<file path="config.mk">
export PLATFORM = sky130hd
export DESIGN_NAME = quot_rem_rebuild_47_flat
export DESIGN_NICKNAME = d
export VERILOG_FILES = /design/src/rtl/quot_rem_rebuild_47_if.sv /design/src/rtl/quot_rem_rebuild_47.sv /design/src/flat_wrapper.sv
export SDC_FILE = /design/constraint.sdc
export NUM_CORES = 1
export LEC_CHECK = 0
export ABC_AREA = 1
export CORE_MARGIN = 1
export CORE_UTILIZATION = 35
export DETAILED_ROUTE_END_ITERATION = 10
export HOLD_SLACK_MARGIN = 0.06
export PLACE_DENSITY = 0.62
export SYNTH_ARGS = -nofsm -noshare
export SYNTH_HDL_FRONTEND = slang
export SYNTH_SLANG_ARGS = --single-unit
export TNS_END_PERCENT = 50
</file>
<file path="constraint.sdc">
create_clock -name clk -period 5 [get_ports clk]
set_clock_uncertainty 0.2 [all_clocks]
set_input_delay 0.75 -clock clk [delete_from_list [all_inputs] [get_ports clk]]
set_output_delay 0.75 -clock clk [all_outputs]
set_load 0.05 [all_outputs]
</file>
<file path="src/rtl/quot_rem_rebuild_47_if.sv">
// Handshake bundle for the quotient/remainder rebuild block: pair input side and result output side.
// Both sides use valid/ready: a transfer happens at a rising edge where valid and ready are both high.
interface quot_rem_rebuild_47_if #(
  parameter int XW = 24,
  parameter int QW = 19,
  parameter int RW = 6
);
  logic          in_valid;
  logic          in_ready;
  logic [QW-1:0] q_in;
  logic [RW-1:0] r_in;
  logic          out_valid;
  logic          out_ready;
  logic [XW-1:0] x_out;
  logic          ovf;
  logic          rem_err;

  modport master (
    output in_valid, q_in, r_in, out_ready,
    input  in_ready, out_valid, x_out, ovf, rem_err
  );

  modport slave (
    input  in_valid, q_in, r_in, out_ready,
    output in_ready, out_valid, x_out, ovf, rem_err
  );
endinterface

</file>
<file path="src/rtl/quot_rem_rebuild_47.sv">
// Rebuilds x = q*47 + r with a 4-bit-per-cycle shift-add, LSB quotient digit first.
// Flags remainders >= 47 and results that do not fit in 24 bits.
module quot_rem_rebuild_47 (
  input  logic                   clk,
  input  logic                   rst,
  quot_rem_rebuild_47_if.slave   bus,
  output logic [1:0]             state_dbg
);
  localparam int XW      = 24;
  localparam int QW      = 19;
  localparam int RW      = 6;
  localparam int DIVISOR = 47;
  localparam int DIGIT   = 4;
  localparam int NDIG    = (QW + DIGIT - 1) / DIGIT;
  localparam int QPW     = NDIG * DIGIT;
  localparam int AW      = QW + RW + 1;
  localparam int KW      = $clog2(NDIG);

  typedef enum logic [1:0] {IDLE = 2'd0, RUN = 2'd1, DONE = 2'd2} state_t;

  state_t          state;
  logic [QPW-1:0]  qreg;
  logic [AW-1:0]   acc;
  logic [KW-1:0]   k;
  logic [AW-1:0]   addend;
  logic [AW-1:0]   acc_next;
  logic [XW-1:0]   x_q;
  logic            ovf_q;
  logic            rem_err_q;
  logic            out_valid_q;

  // Current digit's contribution, placed at its digit position.
  always_comb begin
    addend   = '0;
    addend   = (AW'(qreg[DIGIT-1:0]) * AW'(DIVISOR)) << (k * DIGIT);
    acc_next = acc + addend;
  end

  always_ff @(posedge clk) begin
    if (rst) begin
      state       <= IDLE;
      qreg        <= '0;
      acc         <= '0;
      k           <= '0;
      x_q         <= '0;
      ovf_q       <= 1'b0;
      rem_err_q   <= 1'b0;
      out_valid_q <= 1'b0;
    end else begin
      case (state)
        IDLE: begin
          if (bus.in_valid) begin
            qreg      <= QPW'(bus.q_in);
            acc       <= AW'(bus.r_in);
            rem_err_q <= (bus.r_in >= RW'(DIVISOR));
            k         <= '0;
            state     <= RUN;
          end
        end
        RUN: begin
          acc  <= acc_next;
          qreg <= qreg >> DIGIT;
          k    <= k + 1'b1;
          if (k == KW'(NDIG - 1)) begin
            x_q         <= acc_next[XW-1:0];
            ovf_q       <= |acc_next[AW-1:XW];
            out_valid_q <= 1'b1;
            state       <= DONE;
          end
        end
        DONE: begin
          if (bus.out_ready) begin
            out_valid_q <= 1'b0;
            state       <= IDLE;
          end
        end
        default: begin
          out_valid_q <= 1'b0;
          state       <= IDLE;
        end
      endcase
    end
  end

  assign bus.in_ready  = (state == IDLE);
  assign bus.out_valid = out_valid_q;
  assign bus.x_out     = x_q;
  assign bus.ovf       = ovf_q;
  assign bus.rem_err   = rem_err_q;
  assign state_dbg     = state;
endmodule
</file>
<file path="src/flat_wrapper.sv">
// flat-port wrapper written by rule: the top's interface ports become plain ports
module quot_rem_rebuild_47_flat 
  (clk, rst, state_dbg, bus_in_valid, bus_q_in, bus_r_in, bus_out_ready, bus_in_ready, bus_out_valid, bus_x_out, bus_ovf, bus_rem_err);
  quot_rem_rebuild_47_if bus_i ();
  input  logic clk;
  input  logic rst;
  output logic [1:0] state_dbg;
  input wire logic [$bits(bus_i.in_valid)-1:0] bus_in_valid;
  input wire logic [$bits(bus_i.q_in)-1:0] bus_q_in;
  input wire logic [$bits(bus_i.r_in)-1:0] bus_r_in;
  input wire logic [$bits(bus_i.out_ready)-1:0] bus_out_ready;
  output wire logic [$bits(bus_i.in_ready)-1:0] bus_in_ready;
  output wire logic [$bits(bus_i.out_valid)-1:0] bus_out_valid;
  output wire logic [$bits(bus_i.x_out)-1:0] bus_x_out;
  output wire logic [$bits(bus_i.ovf)-1:0] bus_ovf;
  output wire logic [$bits(bus_i.rem_err)-1:0] bus_rem_err;
  assign bus_i.in_valid = bus_in_valid;
  assign bus_i.q_in = bus_q_in;
  assign bus_i.r_in = bus_r_in;
  assign bus_i.out_ready = bus_out_ready;
  assign bus_in_ready = bus_i.in_ready;
  assign bus_out_valid = bus_i.out_valid;
  assign bus_x_out = bus_i.x_out;
  assign bus_ovf = bus_i.ovf;
  assign bus_rem_err = bus_i.rem_err;
  quot_rem_rebuild_47 u_core (.clk(clk), .rst(rst), .bus(bus_i), .state_dbg(state_dbg));
endmodule
</file>
Yosys cells after proc, flatten, opt, wreduce, memory -nomap -nowiden

Index checks and enable logic that the tools add are counted.
Widths: inputs -> output; s select.

Bits in registers: 78
Word-level logic and storage cells: 41
Input bits: 29
Output and inout port bits: 30

Order comparisons: 1
Multiply operators: 1
Reductions and logical operators: 8
Bitwise logic cells: 1
Mux-type cells: 13
Shifts and indexed selects: 1
Equal/unequal tests: 6
$add $sub $neg: 2

Operators by type and width:

| operator             | number |
|---|---|
| $pmux 26 s2          | 1 |
| $pmux 20 s2          | 1 |
| $add 26x26->26       | 1 |
| $mux 26              | 1 |
| $shl 10x5->26        | 1 |
| $mux 20              | 1 |
| $mul 4x6->10 const B | 1 |
| $ge 6x6->1 const B   | 1 |
| $mux 2               | 3 |
| $pmux 2 s3           | 1 |
| $pmux 3 s2           | 1 |
| $reduce_and 2->1     | 3 |
| $reduce_and 3->1     | 2 |
| $ne 2x2->1 const B   | 2 |
| $add 3x1->3 const B  | 1 |
| $eq 3x3->1 const B   | 1 |
| $mux 3               | 1 |
| $pmux 1 s3           | 1 |
| $eq 2x1->1 const B   | 1 |
| $eq 2x2->1 const B   | 1 |
| $logic_not 2->1      | 1 |
| $mux 1               | 2 |
| $ne 2x1->1 const B   | 1 |
| $reduce_bool 2->1    | 1 |
| other kinds (2)      | 2 |

Depth between registers and ports, before layout

Gate-level depths: netlist of run 1.

Depth after elaboration: 4
Depth in mapped cells: 28
Gate-level depth less buffers: 28

Worst setup path before layout of run 1

No wires, ideal clock.

Kind: register to register
From: reg u_core.qreg[1]
To: reg u_core.x_q[11], in the netlist u_core.bus.x_out[11]
Data arrival time: 3983 ps
Period minus slack after synthesis: 4300 ps
Cell stages (with the launch flop): 23
Required time: 4683 ps
Path slack: 700 ps
Path buffers: 0
Cells stage by stage: dfxtp_1 -> fa_1 -> fa_1 -> inv_1 -> fa_1 -> o21ai_0 -> nand2_1 -> nand2_1 -> a21oi_1 -> xnor2_1 -> nand2_1 -> nand3_1 -> nand2_1 -> nor2_1 -> ha_1 -> a21o_1 -> a21oi_1 -> o21ai_0 -> or2_1 -> nand2_1 -> nand2_1 -> o211ai_1 -> inv_1

Longest elaborated chain between the ends: 3

RTL lines:

| item                   | RTL line                  | text |
|---|---|---|
| start, declared        | quot_rem_rebuild_47.sv:22 | `logic [QPW-1:0] qreg;` |
| start signal, assigned | quot_rem_rebuild_47.sv:53 | `qreg <= QPW'(bus.q_in);` |
| start signal, assigned | quot_rem_rebuild_47.sv:62 | `qreg <= qreg >> DIGIT;` |
| $mul 4x6->10           | quot_rem_rebuild_47.sv:35 | `addend = (AW'(qreg[DIGIT-1:0]) * AW'(DIVISOR)) << (k * DIGIT);` |
| $shl 10x5->26          | quot_rem_rebuild_47.sv:35 |  |
| $add 26x26->26         | quot_rem_rebuild_47.sv:36 | `acc_next = acc + addend;` |
| end signal, assigned   | quot_rem_rebuild_47.sv:65 | `x_q <= acc_next[XW-1:0];` |
| end, declared          | quot_rem_rebuild_47.sv:27 | `logic [XW-1:0] x_q;` |

No other way between the ends.
A chain may end at the register's enable or synchronous reset.

Final worst setup path of run 1

Same ends and word-level chain as after synthesis.

==> results.py, run 1 <==
metrics = {
    "layout": {
        "mostFrequentLayoutCell": "nand2_1",
        "final_cell_mix": "nand2_1 (221), inv_1 (78), dfxtp_1 (77)",
        "fin_nets": 925,
        "num_antenna_cells": 0,
        "nFillCells": 1541,
        "fin_cells": 1038,
        "drive_gt1_share_pct": 7.143,
        "multiInputGateArea_mm2": 0.003393,
        "design_area_mm2": 0.006420,
        "regArea_mm2": 0.001541,
        "synthToLayoutAreaGrowth_pct": 21.82,
    },
    "timing": {
        "max-slew-margin-rel_pct": 49.31,
        "fin_tns_setup_ps": 0,
        "period_needed_ps": 4758,
        "hold_violations": 0,
        "rsz0062_at_grt": "no",
        "holdWs_ps": 265.0,
        "worst_pin_slew_ps": 757.9,
        "timing.final.crit_share_pct": 95.16,
        "maxSlewViolCount": 0,
        "final-setup-viol-count": 0,
        "fmax_mhz": 210.2,
    },
    "logic_synthesis": {
        "muxShareOfSynthArea_pct": 0,
        "synthAdderAreaFrac_pct": 11.87,
        "yosysSeqAreaShare_pct": 29.25,
        "ys_types": 38,
        "syn_avg_cell_area_um2": 6.588,
        "synth_nets": 876,
        "syn-cell-area_mm2": 0.005270,
        "yosys.area_share.simple_pct": 29.70,
        "yosysWarnings": 0,
        "ys_ff_latch": 77,
        "synth_xor_area_share_pct": 2.825,
        "synthCells": 800,
        "synth_top_family_by_area": "simple AND/OR/NAND/NOR gates",
        "synth_compound_area_share_pct": 18.14,
    },
    "route": {
        "vias_per_cell": 5.112,
        "ant_nets": 0,
        "postRouteWirelength_mm": 15.26,
        "drtPass1Iterations": 7,
        "num_vias": 5306,
        "wire_per_inst_um": 14.70,
        "drt_iter0_markers": 359,
        "drc": 0,
    },
    "cts": {
        "insertion_delay_ps": 360,
        "clk_pin_slew_ps": 70,
        "clock-sinks": 77,
        "cts_made_buffers": 9,
        "cts_tree": "yes",
        "cts.root.buffer_cell": "clkbuf_16",
        "cts.path.max_buffers": 2,
        "htreeDepth": 3,
    },
    "place": {
        "io_buffers": 58,
        "place_area_mm2": 0.006030,
        "dp.cells": 1022,
        "dp_hpwl_mm": 11.24,
        "gp_congestion": 0.8948,
    },
    "power": {
        "leakage_nw": 2.890,
        "vdd_ir_drop_max_uv": 196.0,
        "cellPowerDensity_mw_per_mm2": 317.4,
    },
    "hold_path": {
        "hold_class": "flip-flop to flip-flop",
    },
    "worst_setup_path": {
        "critical_path.startpoint": "u_core.qreg[1]",
        "crit_path_end": "u_core.bus.x_out[11]",
        "rr_startpoint": "u_core.qreg[1]",
        "cp_slowest_cell": "fa_1",
        "r2r_end": "u_core.bus.x_out[11]",
        "max_stage_delay_ps": 550,
        "crit_required_ps": 5050,
        "rr_worst_depth": 19,
        "crit_fanout": 5,
        "r2r_setup_slack_ps": 240,
        "crit_arrival_ps": 4810,
        "crit_chain": "fa_1 -> fa_1 -> inv_1 -> fa_1 -> o21ai_2 -> xnor2_1 -> nand2_1 -> o21ai_0 -> nor2_1 -> ha_1 -> a21oi_1 -> o21ai_0 -> a21oi_2 -> o21ai_0 -> or2_1 -> nand2_1 -> nand2_1 -> o211ai_1 -> inv_1",
        "crit_path_start_kind": "flip-flop",
        "cp-end-kind": "flip-flop",
        "crit_type": "flip-flop to flip-flop",
    },
    "floorplan": {
        "initial_core_util_pct": 36.12,
        "pin_count": 59,
        "die_h_um": 124.7,
        "die-area_mm2": 0.01555,
        "rows": 44,
        "die_x_um": 124.7,
        "core_mm2": 0.01459,
    },
    "grt": {
        "grt_pass1_wl_mm": 24.85,
        "grtUsageTotal_pct": 20.09,
        "grt_max_degree": 57,
        "grt_pass1_vias": 4868,
        "grt_overflow_total": 0,
        "antenna_found_initial": 0,
    },
    "run_status": {
        "status": "complete, no violations",
    },
    "flow_run": {
        "cap_viol_max_count": 0,
    },
}
## worst min path at each step
stage,start,to,cells past startpoint
5_1_grt,u_core.acc[19],u_core.acc[19],2
4_1_cts,u_core.qreg[18],u_core.qreg[18],2
6_report,u_core.qreg[18],u_core.qreg[18],2
2_1_floorplan,u_core.qreg[15],u_core.qreg[15],2
3_3_place_gp,u_core.qreg[15],u_core.qreg[15],2
3_5_place_dp,u_core.qreg[18],u_core.qreg[18],2
## repair_timing
action	4_1_cts	5_1_grt
resized for setup	0	20
setup buffers	0	0
hold buffers	0	0
hold endpoints to repair	0	0
endpoints found under the setup margin	0	27
## routing by layer
metal  vias to the layer above  track usage [%]  part of all wire (%)
met5                         -                0                     0
met2                       150            29.87                    43
met4                         0            7.583                   2.0
met3                        19            3.007                   5.3
li1                       2743                -                     -
met1                      2394            28.95                    50
## worst max-delay path: cells and delay by family (launching register included)
kind | cells | cell delay [ps]
adders and majority gates | 4 | 1920
AOI/OAI and AO/OA | 7 | 1350
and+or+nand+nor | 5 | 560
DFF | 1 | 330
xor gates and xnor gates | 1 | 170
buffers and inverters | 2 | 110
## stage by stage
stage | util, % | setup WS, ps | total power, mW
2_1_floorplan | - | 700.5 | 1.150
6_report | 44.01 | 242.2 | 2.038
3_5_place_dp | 41.33 | 132.4 | 1.349
5_1_grt | 44.01 | 0.4836 | 2.151
4_1_cts | 43.39 | 115.5 | 2.033
3_3_place_gp | 41.33 | 72.90 | 1.353
## Yosys cell counts
cell type / instances / area [um^2]
a211oi_1: 7 / 52.55
a21boi_0: 1 / 7.510
a21o_1: 1 / 7.510
a21oi_1: 65 / 325.3
a21oi_2: 2 / 17.52
a31oi_1: 21 / 131.4
a41oi_1: 1 / 8.760
and2_1: 1 / 6.260
buf_1: 2 / 7.510
buf_2: 10 / 50.05
clkbuf_1: 17 / 63.81
dfxtp_1: 77 / 1541
fa_1: 5 / 100.1
ha_1: 42 / 525.5
inv_1: 78 / 292.8
inv_2: 5 / 18.77
nand2_1: 221 / 829.6
nand2_2: 3 / 18.77
nand3_1: 40 / 200.2
nand3b_1: 3 / 22.52
nand4_1: 9 / 56.30
nor2_1: 79 / 296.5
nor2_2: 4 / 25.02
nor2_4: 1 / 11.26
nor3_1: 7 / 35.03
nor3_2: 1 / 10.01
nor3_4: 1 / 16.27
o211ai_1: 5 / 37.54
o21a_1: 3 / 22.52
o21ai_0: 51 / 255.2
o21ai_1: 2 / 10.01
o21bai_1: 3 / 22.52
o22ai_1: 8 / 50.05
o31ai_1: 1 / 7.510
or2_1: 4 / 25.02
or2_2: 2 / 12.51
xnor2_1: 7 / 61.31
xor2_1: 10 / 87.58
## report_power, final
group / internal [mW] / total (mW) / leakage, nW / switching, mW
clock: 0.390 / 0.675 / 0.139 / 0.285
combinational: 0.236 / 0.691 / 2.12 / 0.455
sequential: 0.647 / 0.671 / 0.627 / 0.0242
total: 1.27 / 2.04 / 2.89 / 0.764
## kinds of logic after synthesis
| logic type | Yosys count |
|---|---|
| DFF | 77 |
| adders and majority gates | 47 |
| AOI/OAI and AO/OA | 171 |
| buffers and inverters | 112 |
| and+or+nand+nor | 376 |
| xor gates and xnor gates | 17 |
## sequential cells by signal, summed over array words and instances (netlist names)
signal,count
u_core.acc,26
u_core.bus.out_valid,1
u_core.bus.x_out,24
u_core.state_dbg,2
u_core.k,3
u_core.bus.rem_err,1
u_core.bus.ovf,1
u_core.qreg,19
## cell type report
cell class / count / share of cell area [%]
inverter: 83 / 4.853
clock buffer: 10 / 3.567
timing repair buffer: 67 / 10.02
tap: 184 / 3.586
multi-input combinational: 611 / 52.86
sequential: 77 / 24.01
clock inverter: 6 / 1.111
(Power assumes the default switching activity.)
==> run 2: changes to the inputs <==
--- a/config.mk
+++ b/config.mk
@@ -6,6 +6,7 @@
 export NUM_CORES = 1
 export LEC_CHECK = 0
 export ABC_AREA = 1
+export CORE_ASPECT_RATIO = 0.75
 export CORE_MARGIN = 1
 export CORE_UTILIZATION = 35
 export DETAILED_ROUTE_END_ITERATION = 10
==> constraint.sdc (replaced) <==
create_clock -name clk -period 5.6 [get_ports clk]
set_clock_uncertainty 0.2 [all_clocks]
set_input_delay 0.84 -clock clk [delete_from_list [all_inputs] [get_ports clk]]
set_output_delay 0.84 -clock clk [all_outputs]
set_load 0.05 [all_outputs]
==> results.py, run 2 (synthesis results as in run 1) <==
metrics = {
    "timing": {
        "rsz0062_at_grt": "no",
        "final-setup-viol-count": 0,
        "fin_tns_setup_ps": 0,
        "timing.final.crit_share_pct": 91.67,
        "fin_ws_ps": 466.7,
        "holdWs_ps": 266.9,
        "period_needed_ps": 5133,
        "fmax_mhz": 194.8,
        "max-slew-margin-rel_pct": 58.25,
        "worst_pin_slew_ps": 626.2,
        "hold_violations": 0,
        "maxSlewViolCount": 0,
    },
    "worst_setup_path": {
        "crit_path_start_kind": "flip-flop",
        "crit_fanout": 5,
        "rr_startpoint": "u_core.qreg[3]",
        "cpMostUsedCell": "nand2_1",
        "max_stage_delay_ps": 550,
        "crit_arrival_ps": 5180,
        "crit_type": "flip-flop to flip-flop",
        "critical_path.startpoint": "u_core.qreg[3]",
        "crit_required_ps": 5650,
        "cp_slowest_cell": "fa_1",
        "cp-end-kind": "flip-flop",
    },
    "power": {
        "vdd_ir_drop_max_uv": 159.9,
        "p_total_mw": 1.806,
        "cellPowerDensity_mw_per_mm2": 285.8,
        "leakage_nw": 2.831,
    },
    "layout": {
        "nFillCells": 1556,
        "synthToLayoutAreaGrowth_pct": 19.92,
        "num_antenna_cells": 0,
        "regMostFlops": "u_core.acc",
        "drive_gt1_share_pct": 4.829,
        "fin_nets": 920,
        "mostFrequentLayoutCell": "nand2_1",
        "fin_util_pct": 43.30,
        "final_cell_mix": "nand2_1 (221), nor2_1 (78), inv_1 (78)",
        "largest_reg_flops": 26,
    },
    "floorplan": {
        "initial_core_util_pct": 36.10,
        "die_h_um": 108.3,
        "rows": 38,
        "core_mm2": 0.01460,
        "die_x_um": 143.7,
        "die-area_mm2": 0.01556,
        "pin_count": 59,
    },
    "route": {
        "postRouteWirelength_mm": 15.71,
        "ant_nets": 0,
        "num_vias": 5337,
        "drc": 0,
        "drt_iter0_markers": 487,
        "wire_per_inst_um": 14.98,
        "vias_per_cell": 5.088,
        "drtPass1Iterations": 5,
    },
    "grt": {
        "grt_pass1_wl_mm": 25.69,
        "grt_overflow_total": 0,
        "grtUsageTotal_pct": 21.55,
        "grt_max_degree": 57,
        "antenna_found_initial": 0,
        "grt_pass1_vias": 4961,
    },
    "cts": {
        "hold_buffers": 0,
        "htreeDepth": 3,
        "clock-sinks": 77,
        "cts_made_buffers": 9,
        "insertion_delay_ps": 350,
        "cts.path.max_buffers": 2,
        "cts.root.buffer_cell": "clkbuf_16",
        "cts_setup_buffers": 0,
        "cts_tree": "yes",
        "clk_pin_slew_ps": 60,
        "cts-resized-gates": 0,
    },
    "flow_run": {
        "cap_viol_max_count": 0,
    },
    "place": {
        "io_buffers": 58,
        "dp_hpwl_mm": 11.70,
        "dp_slack_ps": 587.1,
        "gp_congestion": 0.9831,
    },
    "hold_path": {
        "hold_class": "flip-flop to flip-flop",
        "worstHoldStart": "u_core.qreg[17]",
    },
    "run_status": {
        "status": "complete, no violations",
    },
}
-- run 2: where the power goes --
group | switching, mW | total, mW | internal [mW]
registers | 0.0245 | 0.602 | 0.578
clock network | 0.251 | 0.611 | 0.361
logic | 0.393 | 0.593 | 0.200
total | 0.668 | 1.81 | 1.14
-- run 2: per-layer routing --
layer  track usage [%]  routed length (um)  share of wire, %  up-vias
li1                  -                   -                 -     2727
met1             31.72                8115                52     2435
met2             30.79                6326                40      160
met3             5.226                1106               7.0       15
met4             5.775                 162               1.0        0
met5                 0                   0                 0        -
-- run 2: cell type report --
cell class              count  area (um^2)  share of cell area [%]
inverters                  83        311.5                   4.930
repair buffers             62        605.6                   9.582
multi-input cells         611         3303                   52.27
flip-flops and latches     77         1541                   24.39
clock inverters             6        68.82                   1.089
well taps                 200        250.2                   3.960
clock buffers              10        239.0                   3.781
-- run 2: worst paths after layout --
kind | cells after the start | slack (ps) | end
min | 2 | 270 | u_core.qreg[17]
min reg2reg | 2 | 270 | u_core.qreg[17]
max reg2reg | 25 | 470 | u_core.bus.x_out[17]
max | 25 | 470 | u_core.bus.x_out[17]
-- run 2: per-stage QoR --
stage / cells / area [um^2]
2_1_floorplan: 800 / 5270
3_3_place_gp: 1033 / 6012
3_5_place_dp: 1033 / 6012
4_1_cts: 1049 / 6320
5_1_grt: 1049 / 6320
6_report: 1049 / 6320
-- run 2: critical path: cells and delay by family, from the launching register on --
family | cells | cell delay, ps
buf+inv | 2 | 90
compound gates | 3 | 530
simple gates | 15 | 1730
fa+ha+maj | 4 | 1770
flops | 1 | 460
xor+xnor | 1 | 240
